**config.mk**
```make
export PLATFORM = sky130hd
export DESIGN_NAME = conv_window_seq
export DESIGN_NICKNAME = d
export VERILOG_FILES = /design/src/rtl/conv_window_seq.sv
export SDC_FILE = /design/constraint.sdc
export NUM_CORES = 1
export LEC_CHECK = 0
export BUFFER_PORTS_ARGS = -buffer_cell sky130_fd_sc_hd__buf_2
export CAP_MARGIN = 10
export CELL_PAD_IN_SITES_DETAIL_PLACEMENT = 1
export CELL_PAD_IN_SITES_GLOBAL_PLACEMENT = 2
export CORE_ASPECT_RATIO = 1.75
export CORE_MARGIN = 2
export CORE_UTILIZATION = 30
export DETAILED_ROUTE_END_ITERATION = 16
export GPL_TIMING_DRIVEN = 0
export PLACE_DENSITY = 0.73
export SLEW_MARGIN = 20
export SYNTH_ARGS = -nofsm -noshare
export SYNTH_HDL_FRONTEND = slang
export SYNTH_SLANG_ARGS = --single-unit
```
**constraint.sdc**
```tcl
create_clock -name clk -period 3.34 [get_ports clk]
set_input_delay 1.002 -clock clk [delete_from_list [all_inputs] [get_ports clk]]
set_output_delay 1.002 -clock clk [all_outputs]
set_load 0.02 [all_outputs]
```
**src/rtl/conv_window_seq.sv**
```systemverilog
// Convolution window sequencer: walks a KxK masked window over an image in RAM and writes one reduced pixel per window.
// Optional macro CONV_SEQ_ROUND_EN: mode 01 rounds to nearest instead of truncating.
module conv_window_seq #(
   parameter int K          = 3,
   parameter int IMG_W      = 220,
   parameter int IMG_H      = 220,
   parameter int STRIDE     = 1,
   parameter int DW         = 8,
   parameter int AW         = 16,
   parameter int IMG_BASE   = 0,
   parameter int RES_BASE   = 49152,
   parameter int NORM_SHIFT = 3
) (
   input  logic            clk,
   input  logic            rstn,
   input  logic            start,
   input  logic [1:0]      mode,
   input  logic [K*K-1:0]  kernel,
   output logic            busy,
   output logic            done,
   output logic            mem_en,
   output logic            mem_we,
   output logic [AW-1:0]   mem_addr,
   output logic [DW-1:0]   mem_wdata,
   input  logic [DW-1:0]   mem_rdata
);
   // state   | meaning
   // S_IDLE  | waiting for start
   // S_FETCH | one window read per cycle, ky outer / kx inner
   // S_DRAIN | absorbs the data of the last read
   // S_WRITE | writes the reduced pixel, advances to the next window
   // S_DONE  | one-cycle done pulse

   localparam int OW  = (IMG_W - K) / STRIDE + 1;
   localparam int OH  = (IMG_H - K) / STRIDE + 1;
   localparam int NK  = K * K;
   localparam int IW  = $clog2(NK);
   localparam int KW  = $clog2(K);
   localparam int XW  = $clog2(OW + 1);
   localparam int YW  = $clog2(OH + 1);
   localparam int ACW = DW + $clog2(NK);
   localparam logic [ACW:0] MAXV = {{(ACW + 1 - DW){1'b0}}, {DW{1'b1}}};

   typedef enum logic [2:0] {S_IDLE, S_FETCH, S_DRAIN, S_WRITE, S_DONE} state_t;
   state_t state_q, state_d;

   logic [K*K-1:0] kernel_q;
   logic [1:0]     mode_q;
   logic [IW-1:0]  idx, rd_idx;
   logic [KW-1:0]  kx;
   logic [XW-1:0]  ox;
   logic [YW-1:0]  oy;
   logic [AW-1:0]  line_base, win_base, rd_row, wr_addr;
   logic [ACW-1:0] acc, pix_ext;
   logic           rd_pend;
   logic           last_win;
   logic [ACW:0]   shifted, scaled;
   logic [DW-1:0]  result;

   assign last_win = (ox == XW'(OW - 1)) && (oy == YW'(OH - 1));
   assign pix_ext  = ACW'(mem_rdata);

`ifdef CONV_SEQ_ROUND_EN
   localparam int RND_I = (NORM_SHIFT > 0) ? 2 ** (NORM_SHIFT - 1) : 0;
   assign shifted = ({1'b0, acc} + (ACW + 1)'(RND_I)) >> NORM_SHIFT;
`else
   assign shifted = {1'b0, acc} >> NORM_SHIFT;
`endif

   always_comb begin
      scaled = {1'b0, acc};
      if (mode_q == 2'b01) scaled = shifted;
      result = (scaled > MAXV) ? {DW{1'b1}} : scaled[DW-1:0];
   end

   always_ff @(posedge clk or negedge rstn) begin
      if (!rstn) state_q <= S_IDLE;
      else       state_q <= state_d;
   end

   always_comb begin
      state_d   = state_q;
      busy      = 1'b0;
      done      = 1'b0;
      mem_en    = 1'b0;
      mem_we    = 1'b0;
      mem_addr  = '0;
      mem_wdata = '0;
      unique case (state_q)
         S_IDLE:  if (start) state_d = S_FETCH;
         S_FETCH: begin
            busy     = 1'b1;
            mem_en   = 1'b1;
            mem_addr = rd_row + AW'(kx);
            if (idx == IW'(NK - 1)) state_d = S_DRAIN;
         end
         S_DRAIN: begin
            busy    = 1'b1;
            state_d = S_WRITE;
         end
         S_WRITE: begin
            busy      = 1'b1;
            mem_en    = 1'b1;
            mem_we    = 1'b1;
            mem_addr  = wr_addr;
            mem_wdata = result;
            state_d   = last_win ? S_DONE : S_FETCH;
         end
         S_DONE: begin
            done    = 1'b1;
            state_d = S_IDLE;
         end
         default: state_d = S_IDLE;
      endcase
   end

   always_ff @(posedge clk or negedge rstn) begin
      if (!rstn) begin
         kernel_q  <= '0;
         mode_q    <= '0;
         idx       <= '0;
         rd_idx    <= '0;
         kx        <= '0;
         ox        <= '0;
         oy        <= '0;
         line_base <= '0;
         win_base  <= '0;
         rd_row    <= '0;
         wr_addr   <= '0;
         acc       <= '0;
         rd_pend   <= 1'b0;
      end else begin
         // read data returns one cycle after the address, so the mask bit is delayed with it
         rd_pend <= (state_q == S_FETCH);
         rd_idx  <= idx;
         if (rd_pend && kernel_q[rd_idx]) begin
            if (mode_q == 2'b10) acc <= (pix_ext > acc) ? pix_ext : acc;
            else                 acc <= acc + pix_ext;
         end
         unique case (state_q)
            S_IDLE: if (start) begin
               kernel_q  <= kernel;
               mode_q    <= mode;
               acc       <= '0;
               idx       <= '0;
               kx        <= '0;
               ox        <= '0;
               oy        <= '0;
               line_base <= AW'(IMG_BASE);
               win_base  <= AW'(IMG_BASE);
               rd_row    <= AW'(IMG_BASE);
               wr_addr   <= AW'(RES_BASE);
            end
            S_FETCH: begin
               idx <= (idx == IW'(NK - 1)) ? '0 : idx + 1'b1;
               if (kx == KW'(K - 1)) begin
                  kx     <= '0;
                  rd_row <= rd_row + AW'(IMG_W);
               end else begin
                  kx <= kx + 1'b1;
               end
            end
            S_WRITE: begin
               acc     <= '0;
               wr_addr <= wr_addr + 1'b1;
               if (ox == XW'(OW - 1)) begin
                  ox        <= '0;
                  oy        <= oy + 1'b1;
                  line_base <= line_base + AW'(STRIDE * IMG_W);
                  win_base  <= line_base + AW'(STRIDE * IMG_W);
                  rd_row    <= line_base + AW'(STRIDE * IMG_W);
               end else begin
                  ox       <= ox + 1'b1;
                  win_base <= win_base + AW'(STRIDE);
                  rd_row   <= win_base + AW'(STRIDE);
               end
            end
            default: ;
         endcase
      end
   end
endmodule

```
==> summary.txt, run 1 <==
Synthesis
  – Adder-Cell Fraction of Synth Area: 0.0571
  – Syn Std Cell Area: approximately 0.0071 sq mm
  – Simple-gate share of the synthesized area: 0.230
  – EDFF count, synth: 0
  – Synth cell types: 59
  – FF+latch count, synth: about 120
  – Synth Area in Compound Gates: 0.176
  – Mux contribution to synthesized area: 0.0273
  – Post-synth top cells: nand2_1, dfrtp_1, nor2_1, o21ai_0, nand3_1
  – Synth top area cells: dfrtp_1, nand2_1, ha_1
  – Net Count, Synth: 876
  – Register area share after synthesis: 0.408
  – Xor and xnor area share after synthesis: 0.0633
  – Synth Flop Type: dfrtp_1
  – Synth warn: 0
  – Largest area contributor in the synthesized netlist: dfrtp_1
  – Synthesized area per cell: roughly 8.6 sq um
  – Post-synth top area share: 0.408
  – Largest family of logic cells by synthesized area: simple AND/OR/NAND/NOR gates
  – Most frequent cell after synthesis: nand2_1
  – Fraction of registers with async set/reset: 1.00
  – Post-Synthesis Cells: between 800 and 900

Placement
  – IO Port Bufs: 49
  – Final Wtd Congestion: about 0.8
  – DP HPWL: around 18 mm
  – Placed inst area: ~0.0077 sq mm

STA
  – Unrepaired setup endpoints after global routing: yes
  – Hold Fails Final Rpt: 0
  – Relative slew margins: 0.278
  – # setup viols final: 0
  – Final hold slack: about 420 ps
  – Least-Margin Pin Slew: 1070 ps
  – Final worst path period share: 0.993
  – Pins Over Slew Limit: 0
  – Clock Skew: between 10 and 15 ps
  – Post-route minimum period: 3320 ps
  – Peak Freq: approximately 300 MHz

Layout
  – Layout cells sized above 1: 0.148
  – Nets: 952
  – Fill cells: around 2700
  – Antenna cells: 0
  – Final instance area: between 0.008 and 0.009 sq mm
  – Synth-to-Final Area Change: 20.9%
  – Register area: between 0.002 and 0.003 sq mm
  – Multi-input logic area: ~0.004 sq mm

CTS
  – CTS tree: yes
  – Clock buffer depth: 2
  – Cts hold-fix bufs: 0
  – Clock Latency Late Sink: 430 ps
  – Clock H-tree levels: 4
  – Root Driver: clkbuf_16
  – CTS sink cnt: around 120
  – Worst-path clk slew: about 60 ps
  – TritonCTS Buffers: 17

Route
  – Routed Antenna Nets: 0
  – M1 WL: 8.34 mm
  – DRC: 0
  – Routed len/inst: roughly 19 microns
  – Final wirelength: approximately 23 mm
  – Initial drt markers: approximately 260
  – DR WL met2: around 13 mm
  – Met3 wire length: around 430 microns
  – DRT Pass-1 Iters: 4
  – Top sig layer: met4
  – Vias per std cell: between 5 and 6
  – Via count: between 6000 and 7000

Die
  – Initial Util: 0.304
  – Core Box Area: around 0.023 sq mm
  – Die area: between 0.02 and 0.025 sq mm
  – Ports: 50
  – Die Wd: between 100 and 150 microns
  – Chip height: 207 microns
  – Rows: 74

Setup path
  – Critical path origin: kx[1]
  – Worst setup path category: reg2out
  – Worst R2R Setup Slack: 320 ps
  – R2R Path Start: state_q[1]
  – Worst Path Required: between 2000 and 2500 ps
  – Startpoint class of the critical path: register
  – Data arrival, critical path: approximately 2300 ps
  – Crit-path max FO: 4
  – Crit end category: output pin

Power
  – Max rail drop VDD: ~0.4 mV
  – Pwr per Cell Area: 941 mW/mm^2
  – LEAKAGE: approximately 4.0 nW

Global route
  – Number of global-route vias before repair: 6767
  – Largest net degree at the start of global routing: 88
  – GRT Util Overall: 0.195
  – Initial antenna violation count: 0
  – Grt total ovfl: 0
  – Global-route wire length before repair: about 37 mm

Job
  – Max-cap violation count: 0

Worst hold path
  – Min-Delay Path Class: in2async

Run status
  – Status: completed
metal layers:
layer / vias up / GRT usage
met5: - / 0
met4: 0 / 0.109
met3: 44 / 0.0261
met2: 87 / 0.391
met1: 3140 / 0.187
li1: 3047 / -
through the flow:
stage          total power [mW]  setup slack (ps)  TNS [ps]  cells   util
2_1_floorplan              4.77               302         0    823      -
3_3_place_gp               5.90              -465    -52950   1176  0.331
3_5_place_dp               5.96              -254     -1630   1177  0.332
4_1_cts                    8.08             -39.3     -47.2   1213  0.364
5_1_grt                    8.64             -57.1      -251   1216  0.367
6_report                   8.03              22.6         0   1216  0.367
timing repair:
| action | CTS | global route |
|---|---|---|
| buffers inserted | 7 | 3 |
| setup endpoints to repair | 18 | 12 |
| pin swaps | 8 | 6 |
| gates resized for setup | 23 | 13 |
cell usage in the layout (no fill, tap or decap), types with 4 or more instances in the layout:
cell	instances
buf_6	5
clkbuf_1	21
nand3b_1	5
buf_2	50
o22ai_1	9
o31ai_1	8
o32ai_1	5
nand2b_1	9
or3_1	7
nor3_1	9
nor2_1	69
a22o_1	4
a21o_1	13
nor2b_1	8
inv_1	24
nand3_1	34
o21ai_0	71
a31oi_1	12
a221o_1	4
bufinv_16	4
ha_1	28
and2_1	11
clkbuf_16	17
a21oi_1	30
and3_1	12
mux2i_1	17
dfrtp_1	114
xor2_1	27
nand2_1	131
nand4_1	19
clkinv_4	6
a31o_2	4
a22oi_1	13
o21a_1	4
xnor2_1	23
buf_4	14
o21bai_1	6
registers in the layout (all words and copies together) (netlist names):
name       count
kernel_q       9
win_base      16
oy             8
rd_pend        1
line_base     14
ox             8
idx            4
state_q        3
rd_idx         4
acc           12
rd_row        16
kx             2
mode_q         2
wr_addr       16
final cells by class:
cell class / instances / share of cell area
sequential: 115 / 0.337
clock buffer: 18 / 0.0514
multi-input combinational: 641 / 0.466
clock inverter: 14 / 0.0237
timing repair buffer: 60 / 0.0453
inverter: 27 / 0.0120
tap: 304 / 0.0446
buffer: 37 / 0.0196
kinds of logic (layout without fill, tap and decap cells):
kind of cell    after synthesis  in the layout
compound gates              197            197
xor+xnor                     51             51
fa+ha+maj                    31             31
buf+inv                      67            156
flops                       115            115
mux                          18             18
simple gates                344            344
worst max-delay path, stage by stage, from the launching register on:
cell,delay (ps)
dfrtp_2,430
buf_6,130
fa_2,420
nand2_2,100
or2_4,160
nor2_2,40
xor2_1,140
mux2i_1,230
nor2_1,70
buf_4,180
power by group:
part / leakage [nW] / internal (mW) / total, mW / switching (mW)
clock network: 0.311 / 1.28 / 2.01 / 0.734
registers: 1.50 / 1.93 / 2.54 / 0.614
logic: 2.14 / 1.33 / 3.48 / 2.15
path summary, 6_finish.rpt:
check                          endpoint  cells after the start
hold / removal                   acc[0]                      1
setup reg to reg              mode_q[1]                      6
max in group asynchronous         kx[1]                      2
setup / recovery           mem_addr[14]                      9
hold reg to reg               rd_idx[3]                      0
min in group clk              rd_idx[3]                      0
(Power assumes the default switching activity.)
==> run 2: changes to the inputs <==
--- a/config.mk
+++ b/config.mk
@@ -13,7 +13,6 @@
 export CORE_MARGIN = 2
 export CORE_UTILIZATION = 30
 export DETAILED_ROUTE_END_ITERATION = 16
-export GPL_TIMING_DRIVEN = 0
 export PLACE_DENSITY = 0.73
 export SLEW_MARGIN = 20
 export SYNTH_ARGS = -nofsm -noshare
==> summary.txt, run 2 (synthesis results as in run 1) <==
STA
  – Least-Margin Pin Slew: around 1000 ps
  – Peak Freq: about 300 MHz
  – Pins Over Slew Limit: 0
  – Relative slew margins: 0.327
  – Unrepaired setup endpoints after global routing: yes
  – Final worst slack: 32.0 ps
  – # setup viols final: 0
  – Clock Skew: roughly 12 ps
  – Total negative slack: 0 ps
  – Post-route minimum period: between 3000 and 4000 ps
  – Final worst path period share: 0.990
  – Hold Fails Final Rpt: 0

Setup path
  – Crit end category: output pin
  – CP peak stage delay: around 380 ps
  – Worst Path Required: between 2000 and 2500 ps
  – Worst setup path category: reg2out
  – Data arrival, critical path: approximately 2300 ps
  – Reg2Reg Capture Point: acc[1]
  – Slowest cell on crit path: dfrtp_1
  – Critical path, cell by cell: ha_2 > buf_6 > a21o_1 > nand3_4 > nor3_4 > buf_6 > nand3_2 > xor2_1 > a21oi_1 > buf_4
  – R2R Path Start: acc[5]
  – Startpoint class of the critical path: register
  – Worst R2R Setup Slack: roughly 570 ps
  – R2R cell count: 8
  – Crit-path max FO: 3
  – Most frequent CP cell: buf_6

Die
  – Initial Util: 0.304
  – Ports: 50
  – Die Wd: about 120 microns
  – Die area: 0.0248 sq mm
  – Rows: 74
  – Core Box Area: ~0.023 sq mm
  – Chip height: ~210 microns

Placement
  – IO Port Bufs: 49
  – DP HPWL: around 17 mm
  – Cells after DPL: ~1200
  – Final Wtd Congestion: ~0.82
  – Placed inst area: just under 0.008 sq mm
  – DP Worst Slack: -38.3 ps

Global route
  – Largest net degree at the start of global routing: between 40 and 50
  – Grt total ovfl: 0
  – GRT Util Overall: 0.187
  – Initial antenna violation count: 0
  – Number of global-route vias before repair: a little under 7000
  – Global-route wire length before repair: approximately 36 mm

Layout
  – Nets: between 900 and 1000
  – Commonest non-fill, non-tap cell in the layout: nand2_1
  – Utilization after layout: 0.370
  – Synth-to-Final Area Change: 21.9%
  – Layout cells sized above 1: 0.161
  – Largest regs: rd_row: 16 flops, win_base: 16 flops, wr_addr: 16 flops
  – Fill cells: 2742
  – Most frequent cells in the layout: nand2_1, dfrtp_1, o21ai_0, nor2_1
  – Antenna cells: 0
  – Final instance area: roughly 0.0086 sq mm
  – Non-Filler Instances: about 1200

Worst hold path
  – Hold-critical path depth: 0
  – Min-Delay Path Class: reg2reg
  – Hold EP: rd_idx[3]
  – Hold path start: idx[3]

Route
  – Routed len/inst: 18.4 microns
  – Initial drt markers: 216
  – Final wirelength: ~22 mm
  – Via count: roughly 6200
  – DRT Pass-1 Iters: 4
  – DRC: 0
  – Routed Antenna Nets: 0
  – Vias per std cell: 5.16

Job
  – Max-cap violation count: 0

Power
  – Max rail drop VDD: 0.415 mV
  – Pwr per Cell Area: about 960 mW/mm^2
  – LEAKAGE: ~4.0 nW

CTS
  – Clock H-tree levels: 4
  – CTS sink cnt: between 100 and 150
  – TritonCTS Buffers: 17
  – Worst-path clk slew: 60 ps
  – Cts hold-fix bufs: 0
  – CTS tree: yes
  – Root Driver: clkbuf_16
  – Clock Latency Late Sink: ~420 ps
  – Clock buffer depth: 2

Run status
  – Status: completed
-- run 2: cell count changes in the layout (fill, tap and decap cells not counted), moves of 3 or more --
cell and delta:
buf_4 +29, clkbuf_1 -21, buf_2 -7, clkinv_4 -5, buf_1 -3
-- run 2: final cells by class --
| cell class | instances | area [sq um] | share of cell area |
|---|---|---|---|
| repair buffers | 90 | 592 | 0.0688 |
| clock buffers | 18 | 439 | 0.0511 |
| inverters | 27 | 101 | 0.0118 |
| well taps | 304 | 380 | 0.0442 |
| clock inverters | 14 | 246 | 0.0287 |
| flip-flops and latches | 115 | 2880 | 0.335 |
| multi-input cells | 641 | 3970 | 0.461 |
-- run 2: layer usage --
metal / global-route usage / routed length [microns] / up-vias / part of all wire
li1: - / - / 3042 / -
met1: 0.176 / 7890 / 3096 / 0.36
met2: 0.390 / 13200 / 72 / 0.59
met3: 0.0239 / 493 / 33 / 0.022
met4: 0.0782 / 646 / 0 / 0.029
met5: 0 / 0 / - / 0
-- run 2: worst max-delay path by stage --
stage | startpoint | end | slack [ps] | cells past startpoint
detailed placement | mem_rdata[5] | acc[1] | -40 | 8
floorplan | kx[1] | mem_addr[15] | 300 | 7
finish | kx[0] | mem_addr[13] | 30 | 10
CTS | rd_row[0] | mem_addr[14] | -0.1 | 9
global placement | mem_rdata[7] | acc[1] | 60 | 8
global route | rd_row[0] | mem_addr[13] | -80 | 10
-- run 2: per-stage QoR --
step	hold slack, ps	power [mW]
6_report	422	8.23
3_5_place_dp	411	6.04
4_1_cts	421	8.30
3_3_place_gp	401	5.95
2_1_floorplan	376	4.77
5_1_grt	430	8.86
-- run 2: power by group --
group	internal (mW)	leakage, nW	total [mW]	switching, mW
sequential	1.92	1.50	2.60	0.678
combinational	1.40	2.21	3.47	2.07
clock	1.43	0.324	2.15	0.725
total	4.76	4.04	8.23	3.47
-- run 2: repair_timing --
action                                 4_1_cts  5_1_grt
resized for setup                           11        9
setup buffers                                6        1
pin swaps                                    8        5
endpoints found under the hold margin        0        0
setup endpoints to repair                    8        7
-- run 2: critical path: cells and delay by family, from the launching register on --
kind	cells	cell delay, ps
compound gates	2	290
xor+xnor	1	150
fa+ha+maj	1	220
buf+inv	3	390
flops	1	380
simple gates	3	450
==> run 3: changes to the inputs <==
--- a/config.mk
+++ b/config.mk
@@ -11,9 +11,9 @@
 export CELL_PAD_IN_SITES_GLOBAL_PLACEMENT = 2
 export CORE_ASPECT_RATIO = 1.75
 export CORE_MARGIN = 2
-export CORE_UTILIZATION = 30
+export CORE_UTILIZATION = 38
 export DETAILED_ROUTE_END_ITERATION = 16
-export PLACE_DENSITY = 0.73
+export PLACE_DENSITY = 0.88
 export SLEW_MARGIN = 20
 export SYNTH_ARGS = -nofsm -noshare
 export SYNTH_HDL_FRONTEND = slang
==> summary.txt, run 3 (synthesis results as in run 1) <==
Run status
  – Status: completed

Power
  – Clock network fraction of total power: 0.241
  – Net Sw Frac: 0.424
  – LEAKAGE: about 4.0 nW
  – Internal power: about 4.6 mW
  – Sw Pwr: 3.39 mW
  – Combinational power share: 0.434
  – Pwr per Cell Area: about 950 mW/mm^2
  – Max rail drop VDD: between 0.3 and 0.4 mV
  – Sequential share of power: 0.325

Global route
  – Number of global-route vias before repair: 7000
  – GRT Util Overall: 0.232
  – Largest net degree at the start of global routing: slightly above 40
  – Initial antenna violation count: 0
  – Global-route wire length before repair: roughly 35 mm
  – Grt total ovfl: 0

STA
  – Post-route minimum period: 3240 ps
  – Final worst path period share: 0.970
  – Least-Margin Pin Slew: 1000 ps
  – # setup viols final: 0
  – Pins Over Slew Limit: 0
  – Peak Freq: 309 MHz
  – Hold Fails Final Rpt: 0
  – Relative slew margins: 0.328
  – Clock Skew: roughly 9.9 ps
  – Final hold slack: roughly 420 ps
  – Unrepaired setup endpoints after global routing: yes

CTS
  – Clock H-tree levels: 4
  – TritonCTS Buffers: 17
  – Cts hold-fix bufs: 0
  – CTS tree: yes
  – CTS sink cnt: about 120
  – Clock buffer depth: 2
  – Worst-path clk slew: 50 ps
  – Root Driver: clkbuf_16
  – Clock Latency Late Sink: 420 ps

Layout
  – Most frequent cells in the layout: nand2_1, dfrtp_1, o21ai_0, nor2_1
  – Antenna cells: 0
  – Commonest non-fill, non-tap cell in the layout: nand2_1
  – Utilization after layout: 0.458
  – Layout cells sized above 1: 0.167
  – Synth-to-Final Area Change: 19.6%
  – Largest regs: rd_row: 16 flops, win_base: 16 flops, wr_addr: 16 flops
  – Nets: around 940

Die
  – Ports: 50
  – Die Wd: 107 microns
  – Initial Util: 0.383
  – Rows: 66
  – Chip height: 184 microns
  – Die area: 0.0197 sq mm
  – Core Box Area: about 0.018 sq mm

Route
  – Routed len/inst: 18.9 microns
  – DRC: 0
  – Final wirelength: between 20 and 25 mm
  – Vias per std cell: around 5.6
  – Routed Antenna Nets: 0
  – DRT Pass-1 Iters: 4
  – Via count: approximately 6300
  – Initial drt markers: 237

Setup path
  – Startpoint class of the critical path: register
  – Crit-path max FO: 5
  – Worst Path Required: around 2300 ps
  – Worst setup path category: reg2out
  – Data arrival, critical path: around 2200 ps
  – Crit end category: output pin

Placement
  – IO Port Bufs: between 40 and 50
  – Final Wtd Congestion: 0.868
  – DP HPWL: approximately 16 mm

Worst hold path
  – Min-Delay Path Class: reg2reg

Job
  – Max-cap violation count: 0
-- run 3: cell count changes in the layout (fill, tap and decap cells not counted), sizes merged --
cell	delta
buf	-4
bufinv	-2
clkbuf	+3
clkinv	+4
clkinvlp	-2
inv	-4
-- run 3: through the flow --
step                worst slack [ps]  cell area [sq um]  power, mW  setup TNS [ps]  std cells
floorplan                        302               7060       4.77               0        823
global placement                43.4               7680       5.85               0       1102
detailed placement             -75.7               7680       5.97            -118       1102
CTS                             12.0               8370       8.00               0       1135
global route                   -21.6               8440       8.60           -72.4       1138
finish                           102               8440       7.99               0       1138
-- run 3: routing by layer --
layer | up-vias | track usage | wire length [microns]
met5 | - | 0 | 0
met4 | 0 | 0.122 | 966
met3 | 44 | 0.0375 | 423
met2 | 92 | 0.465 | 12500
met1 | 3188 | 0.215 | 7560
li1 | 3024 | - | -
-- run 3: power groups by stage --
stage | Clock [mW] | Sequential [mW] | Combinational, mW
6_report | 1.93 | 2.60 | 3.47
5_1_grt | 2.02 | 2.70 | 3.88
4_1_cts | 1.96 | 2.59 | 3.45
3_5_place_dp | 0 | 2.60 | 3.37
3_3_place_gp | 0 | 2.58 | 3.27
2_1_floorplan | 0 | 2.34 | 2.43
-- run 3: repair_timing --
item	CTS	global route
gates cloned	0	0
setup endpoints to repair	8	8
gates resized for setup	17	11
pin swaps	6	4
buffers inserted	2	3
-- run 3: layout make-up --
type,count,area (sq um)
fill,2222,9970
timing repair buffer,86,548
sequential,115,2880
clock buffer,21,460
inverter,27,101
multi-input combinational,641,4000
clock inverter,10,156
tap,238,298
-- run 3: worst paths after layout --
kind,from,end,slack (ps),depth (start not counted)
max,kx[1],mem_addr[10],100,9
min,idx[3],rd_idx[3],420,0
max reg2reg,acc[5],acc[1],570,8
min reg2reg,idx[3],rd_idx[3],420,0
max in group asynchronous,rstn,kx[1],2040,2
min in group asynchronous,rstn,acc[1],560,1
-- run 3: critical path: stages, from the launching register on --
cell and delay, ps:
dfrtp_2 440, buf_4 160, fa_2 420, nand2_2 90
or2_4 140, nor2_1 60, xor2_1 140, mux2i_1 90
nor2_1 120, buf_4 160
